<file path="src/rtl/trigger_pulse_generator.sv">
// trigger_pulse_generator
// Turns the single-cycle trigger strobe from the edge detector into a pulse
// with a programmable delay, width and idle polarity. Configuration and a
// fire counter are reached through the byte-wide serial register interface.
// Command codes: 0x30 CFG, 0x31 DELAY, 0x32 WIDTH, 0x33 STATUS.
module trigger_pulse_generator #(
  parameter int DELAY_W = 24,
  parameter int WIDTH_W = 16
) (
  input  logic        sampleclk,
  input  logic        reset,
  input  logic        trigger_in,
  input  logic [7:0]  reg_cmd,
  input  logic [15:0] reg_bytecount,
  input  logic [7:0]  reg_data_in,
  output logic [7:0]  reg_data_out,
  input  logic        reg_read,
  input  logic        reg_write,
  output logic        pulse_out,
  output logic        busy
);

  localparam int DELAY_BYTES = (DELAY_W + 7) / 8;
  localparam int WIDTH_BYTES = (WIDTH_W + 7) / 8;

  localparam logic [7:0] CMD_CFG    = 8'h30;
  localparam logic [7:0] CMD_DELAY  = 8'h31;
  localparam logic [7:0] CMD_WIDTH  = 8'h32;
  localparam logic [7:0] CMD_STATUS = 8'h33;

  localparam logic [DELAY_W-1:0]         DELAY_ONE   = {{(DELAY_W-1){1'b0}}, 1'b1};
  localparam logic [WIDTH_W-1:0]         WIDTH_ONE   = {{(WIDTH_W-1){1'b0}}, 1'b1};
  localparam logic [WIDTH_BYTES*8-1:0]   WIDTH_RESET = {{(WIDTH_BYTES*8-1){1'b0}}, 1'b1};

  typedef enum logic [1:0] {
    S_IDLE  = 2'd0,
    S_DELAY = 2'd1,
    S_PULSE = 2'd2
  } state_t;

  // Host-visible registers. r_cfg = {ONESHOT, POL, ARM}.
  logic [2:0]               r_cfg;
  logic [DELAY_BYTES*8-1:0] r_delay;
  logic [WIDTH_BYTES*8-1:0] r_width;
  logic [7:0]               r_fire_count;

  // Burst state; counts are snapshots taken when a trigger is accepted.
  state_t             r_state;
  state_t             w_next_state;
  logic [DELAY_W-1:0] r_delay_cnt;
  logic [WIDTH_W-1:0] r_width_cnt;
  logic               r_pulse_out;
  logic               r_busy;

  logic               w_cfg_wr;
  logic               w_delay_wr;
  logic               w_width_wr;
  logic               w_status_wr;
  logic               w_accept;
  logic               w_enter_pulse;
  logic               w_pol_next;
  logic [DELAY_W-1:0] w_delay_val;
  logic [WIDTH_W-1:0] w_width_val;
  logic [7:0]         w_rd_data;

  assign w_cfg_wr    = reg_write & (reg_cmd == CMD_CFG) & (reg_bytecount == 16'd0);
  assign w_delay_wr  = reg_write & (reg_cmd == CMD_DELAY);
  assign w_width_wr  = reg_write & (reg_cmd == CMD_WIDTH);
  assign w_status_wr = reg_write & (reg_cmd == CMD_STATUS) & (reg_bytecount < 16'd2);

  assign w_delay_val   = r_delay[DELAY_W-1:0];
  assign w_width_val   = r_width[WIDTH_W-1:0];
  assign w_accept      = (r_state == S_IDLE) & r_cfg[0] & trigger_in;
  assign w_enter_pulse = (w_next_state == S_PULSE) & (r_state != S_PULSE);
  // A CFG write lands together with the output level, so a new POL shows
  // on pulse_out in the same cycle it becomes readable.
  assign w_pol_next    = w_cfg_wr ? reg_data_in[1] : r_cfg[1];

  // FSM state register
  always_ff @(posedge sampleclk or posedge reset) begin
    if (reset) begin
      r_state <= S_IDLE;
    end else begin
      r_state <= w_next_state;
    end
  end

  // Next-state logic: a zero delay goes straight to PULSE
  always_comb begin
    w_next_state = r_state;
    case (r_state)
      S_IDLE: begin
        if (w_accept) begin
          if (w_delay_val == '0) begin
            w_next_state = S_PULSE;
          end else begin
            w_next_state = S_DELAY;
          end
        end else begin
          w_next_state = S_IDLE;
        end
      end
      S_DELAY: begin
        if (r_delay_cnt == DELAY_ONE) begin
          w_next_state = S_PULSE;
        end else begin
          w_next_state = S_DELAY;
        end
      end
      S_PULSE: begin
        if (r_width_cnt == WIDTH_ONE) begin
          w_next_state = S_IDLE;
        end else begin
          w_next_state = S_PULSE;
        end
      end
      default: w_next_state = S_IDLE;
    endcase
  end

  // Delay/width down-counters: latched on acceptance, a zero width becomes one
  always_ff @(posedge sampleclk or posedge reset) begin
    if (reset) begin
      r_delay_cnt <= '0;
      r_width_cnt <= WIDTH_ONE;
    end else begin
      case (r_state)
        S_IDLE: begin
          if (w_accept) begin
            r_delay_cnt <= w_delay_val;
            r_width_cnt <= (w_width_val == '0) ? WIDTH_ONE : w_width_val;
          end
        end
        S_DELAY: r_delay_cnt <= r_delay_cnt - DELAY_ONE;
        S_PULSE: r_width_cnt <= r_width_cnt - WIDTH_ONE;
        default: begin
          r_delay_cnt <= '0;
          r_width_cnt <= WIDTH_ONE;
        end
      endcase
    end
  end

  // CFG register: a host write overrides the one-shot ARM clear
  always_ff @(posedge sampleclk or posedge reset) begin
    if (reset) begin
      r_cfg <= 3'b000;
    end else if (w_cfg_wr) begin
      r_cfg <= reg_data_in[2:0];
    end else if (w_enter_pulse && r_cfg[2]) begin
      r_cfg[0] <= 1'b0;
    end
  end

  // DELAY and WIDTH byte registers; out-of-range byte indexes match nothing
  always_ff @(posedge sampleclk or posedge reset) begin
    if (reset) begin
      r_delay <= '0;
      r_width <= WIDTH_RESET;
    end else begin
      for (int b = 0; b < DELAY_BYTES; b++) begin
        if (w_delay_wr && (reg_bytecount == 16'(b))) begin
          r_delay[b*8 +: 8] <= reg_data_in;
        end
      end
      for (int b = 0; b < WIDTH_BYTES; b++) begin
        if (w_width_wr && (reg_bytecount == 16'(b))) begin
          r_width[b*8 +: 8] <= reg_data_in;
        end
      end
    end
  end

  // Fire counter: a STATUS write clears it even in the cycle of a fire
  always_ff @(posedge sampleclk or posedge reset) begin
    if (reset) begin
      r_fire_count <= 8'h00;
    end else if (w_status_wr) begin
      r_fire_count <= 8'h00;
    end else if (w_enter_pulse) begin
      r_fire_count <= r_fire_count + 8'h01;
    end
  end

  // Registered outputs, aligned with the state they describe
  always_ff @(posedge sampleclk or posedge reset) begin
    if (reset) begin
      r_pulse_out <= 1'b0;
      r_busy      <= 1'b0;
    end else begin
      r_pulse_out <= (w_next_state == S_PULSE) ? ~w_pol_next : w_pol_next;
      r_busy      <= (w_next_state != S_IDLE);
    end
  end

  // Read mux: zero when not reading, for unknown commands or past the register
  always_comb begin
    w_rd_data = 8'h00;
    if (reg_read) begin
      case (reg_cmd)
        CMD_CFG: begin
          if (reg_bytecount == 16'd0) begin
            w_rd_data = {5'b00000, r_cfg};
          end else begin
            w_rd_data = 8'h00;
          end
        end
        CMD_DELAY: begin
          if (reg_bytecount < 16'(DELAY_BYTES)) begin
            w_rd_data = 8'(r_delay >> {reg_bytecount, 3'b000});
          end else begin
            w_rd_data = 8'h00;
          end
        end
        CMD_WIDTH: begin
          if (reg_bytecount < 16'(WIDTH_BYTES)) begin
            w_rd_data = 8'(r_width >> {reg_bytecount, 3'b000});
          end else begin
            w_rd_data = 8'h00;
          end
        end
        CMD_STATUS: begin
          if (reg_bytecount == 16'd0) begin
            w_rd_data = {6'b000000, r_cfg[0], r_busy};
          end else if (reg_bytecount == 16'd1) begin
            w_rd_data = r_fire_count;
          end else begin
            w_rd_data = 8'h00;
          end
        end
        default: w_rd_data = 8'h00;
      endcase
    end else begin
      w_rd_data = 8'h00;
    end
  end

  assign reg_data_out = w_rd_data;
  assign pulse_out    = r_pulse_out;
  assign busy         = r_busy;

endmodule

</file>
<file path="config.mk">
export PLATFORM = sky130hd
export DESIGN_NAME = trigger_pulse_generator
export DESIGN_NICKNAME = d
export VERILOG_FILES = /design/src/rtl/trigger_pulse_generator.sv
export SDC_FILE = /design/constraint.sdc
export NUM_CORES = 1
export LEC_CHECK = 0
export ABC_AREA = 0
export CAP_MARGIN = 20
export CORE_MARGIN = 2
export CORE_UTILIZATION = 25
export CTS_BUF_LIST = sky130_fd_sc_hd__clkbuf_4
export DETAILED_ROUTE_END_ITERATION = 10
export PLACE_DENSITY = 0.46
export SLEW_MARGIN = 20
export SYNTH_ARGS = -nofsm -noshare
export SYNTH_HDL_FRONTEND = slang
export SYNTH_SLANG_ARGS = --single-unit
</file>
<file path="constraint.sdc">
create_clock -name sampleclk -period 5.2 [get_ports sampleclk]
set_input_delay 1.04 -clock sampleclk [delete_from_list [all_inputs] [get_ports sampleclk]]
set_output_delay 1.04 -clock sampleclk [all_outputs]
set_load 0.01 [all_outputs]
</file>
==> results.py, run 1 <==
metrics = {
    "run_status": {
        "outcome": "complete, no violations",
    },
    "timing": {
        "tightest_slew_ps": 1007,
        "slew_viol_final": 0,
        "hold_violations": 0,
        "slew_headroom_pct": 32.60,
        "post-route-period-util_pct": 93.76,
        "fin_worst_skew_ps": 32.82,
        "fmax_ghz": 0.2051,
        "setup_violations": 0,
        "tns_ps": 0,
        "finalCriticalPeriod_ps": 4876,
        "rsz0062_at_grt": "no",
    },
    "detailed_routing": {
        "drtPass1Iterations": 5,
        "viasPerCell": 5.523,
        "wl_met3_mm": 1.203,
        "via_count": 4987,
        "first_iter_violations": 459,
        "drc_errors": 0,
        "met2WireLength_mm": 8.522,
        "ant_nets": 0,
        "highest_layer": "met4",
        "routedWlPerCell_um": 20.39,
        "met1Wirelength_mm": 8.417,
        "wl_mm": 18.41,
    },
    "clock_tree": {
        "h-tree-depth": 3,
        "cts_inserted_buffers": 9,
        "cts_tree": "yes",
        "cts_setup_buffers": 0,
        "clk_pin_slew_worst_paths_ps": 160,
        "cts-hold-fix-buffers": 0,
        "clock_sinks": 95,
        "cts_resized": 0,
        "clock-root-buffer": "clkbuf_4",
        "clk_path_buf_depth": 2,
        "clock_latency_ps": 520,
    },
    "synthesis": {
        "ys_async_sr_fraction_pct": 100.0,
        "ys_top_cells_by_area": "dfrtp_1 41%, mux2_2 8.8%, o21ai_0 5.8%",
        "synth.area.mux_share_pct": 12.22,
        "synth_seq_cells": 95,
        "synth_compound_area_share_pct": 17.62,
        "avgSynthCellArea_um2": 9.673,
        "syn_nets": 622,
        "synth_top_area_share_pct": 41.48,
        "synth_edf_count": 0,
        "synthAdderAreaFrac_pct": 1.115,
        "yosysWarnings": 0,
        "synth-main-ff-cell": "dfrtp_1",
        "synthDistinctLibCells": 61,
        "synth_top_family_by_area": "simple AND/OR/NAND/NOR gates",
        "synth-seq-area-share_pct": 42.42,
        "synth_xor_area_share_pct": 2.342,
        "synth_cells": 580,
        "syn_area_mm2": 0.005610,
        "yosys.area_share.simple_pct": 21.12,
        "synth_area_leader_cell": "dfrtp_1",
    },
    "floorplan": {
        "start_util_pct": 25.55,
        "coreArea_mm2": 0.02196,
        "pin_count": 47,
        "die_x_um": 153.8,
        "die_h_um": 153.8,
        "die_area_mm2": 0.02366,
        "rows": 54,
    },
    "critical_path": {
        "cp_data_arrival_time_ps": 3840,
        "end_kind": "primary output",
        "critPathLaunchType": "primary input",
        "crit_required_ps": 4160,
        "worst-setup-path-type": "primary input to primary output",
        "crit_fanout": 8,
        "rr_worst_depth": 6,
    },
    "run": {
        "drv_cap": 0,
    },
    "global_routing": {
        "grtUsageTotal_pct": 15.99,
        "antenna_found_initial": 1,
        "grt_pass1_vias": 4899,
        "overflow": 0,
        "grt_max_degree": 65,
        "grt_pass1_wl_mm": 29.29,
    },
    "layout": {
        "layout-drive-gt1-share_pct": 14.63,
        "finalNonFillerCells": 903,
        "layout_common_cells": "93 x dfrtp_1, 65 x o21ai_0, 46 x clkdlybuf4s50_1",
        "layout_commonest_cell": "dfrtp_1",
        "nNetsFinal": 659,
        "area_growth_pct": 16.75,
    },
    "placed_design": {
        "dpl.hpwl_mm": 13.48,
        "dp_cells": 886,
        "gp_congestion": 0.8495,
        "portBuffers": 46,
    },
    "power": {
        "vdd_drop_max_mv": 0.1137,
        "power_leakage_nw": 2.797,
        "powerDensity_mw_per_mm2": 194.2,
    },
    "worst_hold_path": {
        "worst_hold_path_type": "flip-flop to flip-flop",
        "min_path_cells": 2,
    },
}
-- where the power goes --
part	internal [mW]	switching (mW)	total (mW)
sequential	0.739	0.00000261	0.739
clock	0.158	0.300	0.459
combinational	0.0313	0.0424	0.0737
total	0.929	0.343	1.27
-- final cells by class --
cell class,count,area [um2]
Timing Repair Buffer,57,543.0
Clock inverter,7,87.58
Inverter,15,58.81
Clock buffer,9,67.56
Multi-Input combinational cell,439,3060
Sequential cell,95,2380
Antenna cell,1,2.502
Tap cell,280,350.3
Fill cell,2302,15410
-- path summary, 6_finish.rpt --
path | startpoint | endpoint | slack [ps]
worst min register to register | r_width_cnt[7] | r_width_cnt[7] | 540
worst max-delay path | reg_bytecount[3] | reg_data_out[3] | 320
worst min-delay path | r_width_cnt[7] | r_width_cnt[7] | 540
min in group asynchronous | reset | r_fire_count[3] | 1010
worst max register to register | r_state[0] | pulse_out | 2500
max in group asynchronous | reset | r_delay_cnt[13] | 3210
-- registers in the layout, indices dropped and copies added, names as in the netlist --
signal        flops
r_width_cnt      16
r_width          16
busy              1
r_fire_count      8
pulse_out         1
r_state           2
r_delay_cnt      24
r_delay          24
r_cfg             3
-- Yosys cell counts, drive strengths merged, types with 3 or more instances --
| library cell | count |
|---|---|
| nor3b | 4 |
| nand2 | 34 |
| a22oi | 10 |
| nor2b | 3 |
| inv | 14 |
| nor4 | 33 |
| mux2 | 44 |
| xor2 | 4 |
| and3 | 11 |
| a32oi | 6 |
| mux2i | 19 |
| ha | 5 |
| a21oi | 28 |
| nand3 | 12 |
| xnor2 | 11 |
| buf | 7 |
| nor2 | 35 |
| o31ai | 8 |
| a31oi | 11 |
| o21ai | 66 |
| nand4 | 11 |
| o22ai | 8 |
| o21a | 3 |
| or3 | 4 |
| dfrtp | 93 |
| and3b | 3 |
| or4 | 10 |
| clkbuf | 24 |
| nor3 | 21 |
| a221o | 6 |
-- critical path, stage by stage --
cell and delay (ps):
clkdlybuf4s50_1 440, nor4_4 330, nand4_4 230, or4_1 680, nor4_1 410, a221o_1 170, clkdlybuf4s50_1 530
-- stage by stage --
step | setup slack, ps | hold slack [ps] | cell area, um2 | util (%) | total power [mW]
finish | 324.3 | 540.4 | 6550 | 29.83 | 1.272
global route | 205.7 | 577.3 | 6550 | 29.83 | 1.329
CTS | 337.1 | 543.7 | 6540 | 29.78 | 1.287
detailed placement | 365.7 | 506.3 | 6385 | 29.08 | 0.8281
global placement | 430.7 | 497.3 | 6385 | 29.08 | 0.8268
floorplan | 1507 | 461.7 | 5610 | - | 0.7812
-- kinds of logic (layout without fill, tap and decap cells) --
| logic type | after synthesis | in the layout |
|---|---|---|
| AND/OR/NAND/NOR | 195 | 195 |
| AO/OA/AOI/OAI | 161 | 161 |
| flip-flops | 95 | 95 |
| multiplexers | 63 | 63 |
| buffers and inverters | 46 | 88 |
| XOR/XNOR | 15 | 15 |
| adder cells (fa/ha/maj) | 5 | 5 |
| other | 0 | 1 |
-- per-layer routing --
metal	vias up	track usage [%]
met5	-	0
met4	0	4.940
met2	188	24.73
li1	2297	-
met1	2482	22.39
met3	20	3.467
Note: power is estimated with default switching activity, not from simulation.
==> run 2, diff against run 1 <==
Settings changed: TNS_END_PERCENT from default to 100.
==> results of run 2 <==
Same layout as run 1: the final DEF is identical, and so are final timing and power.
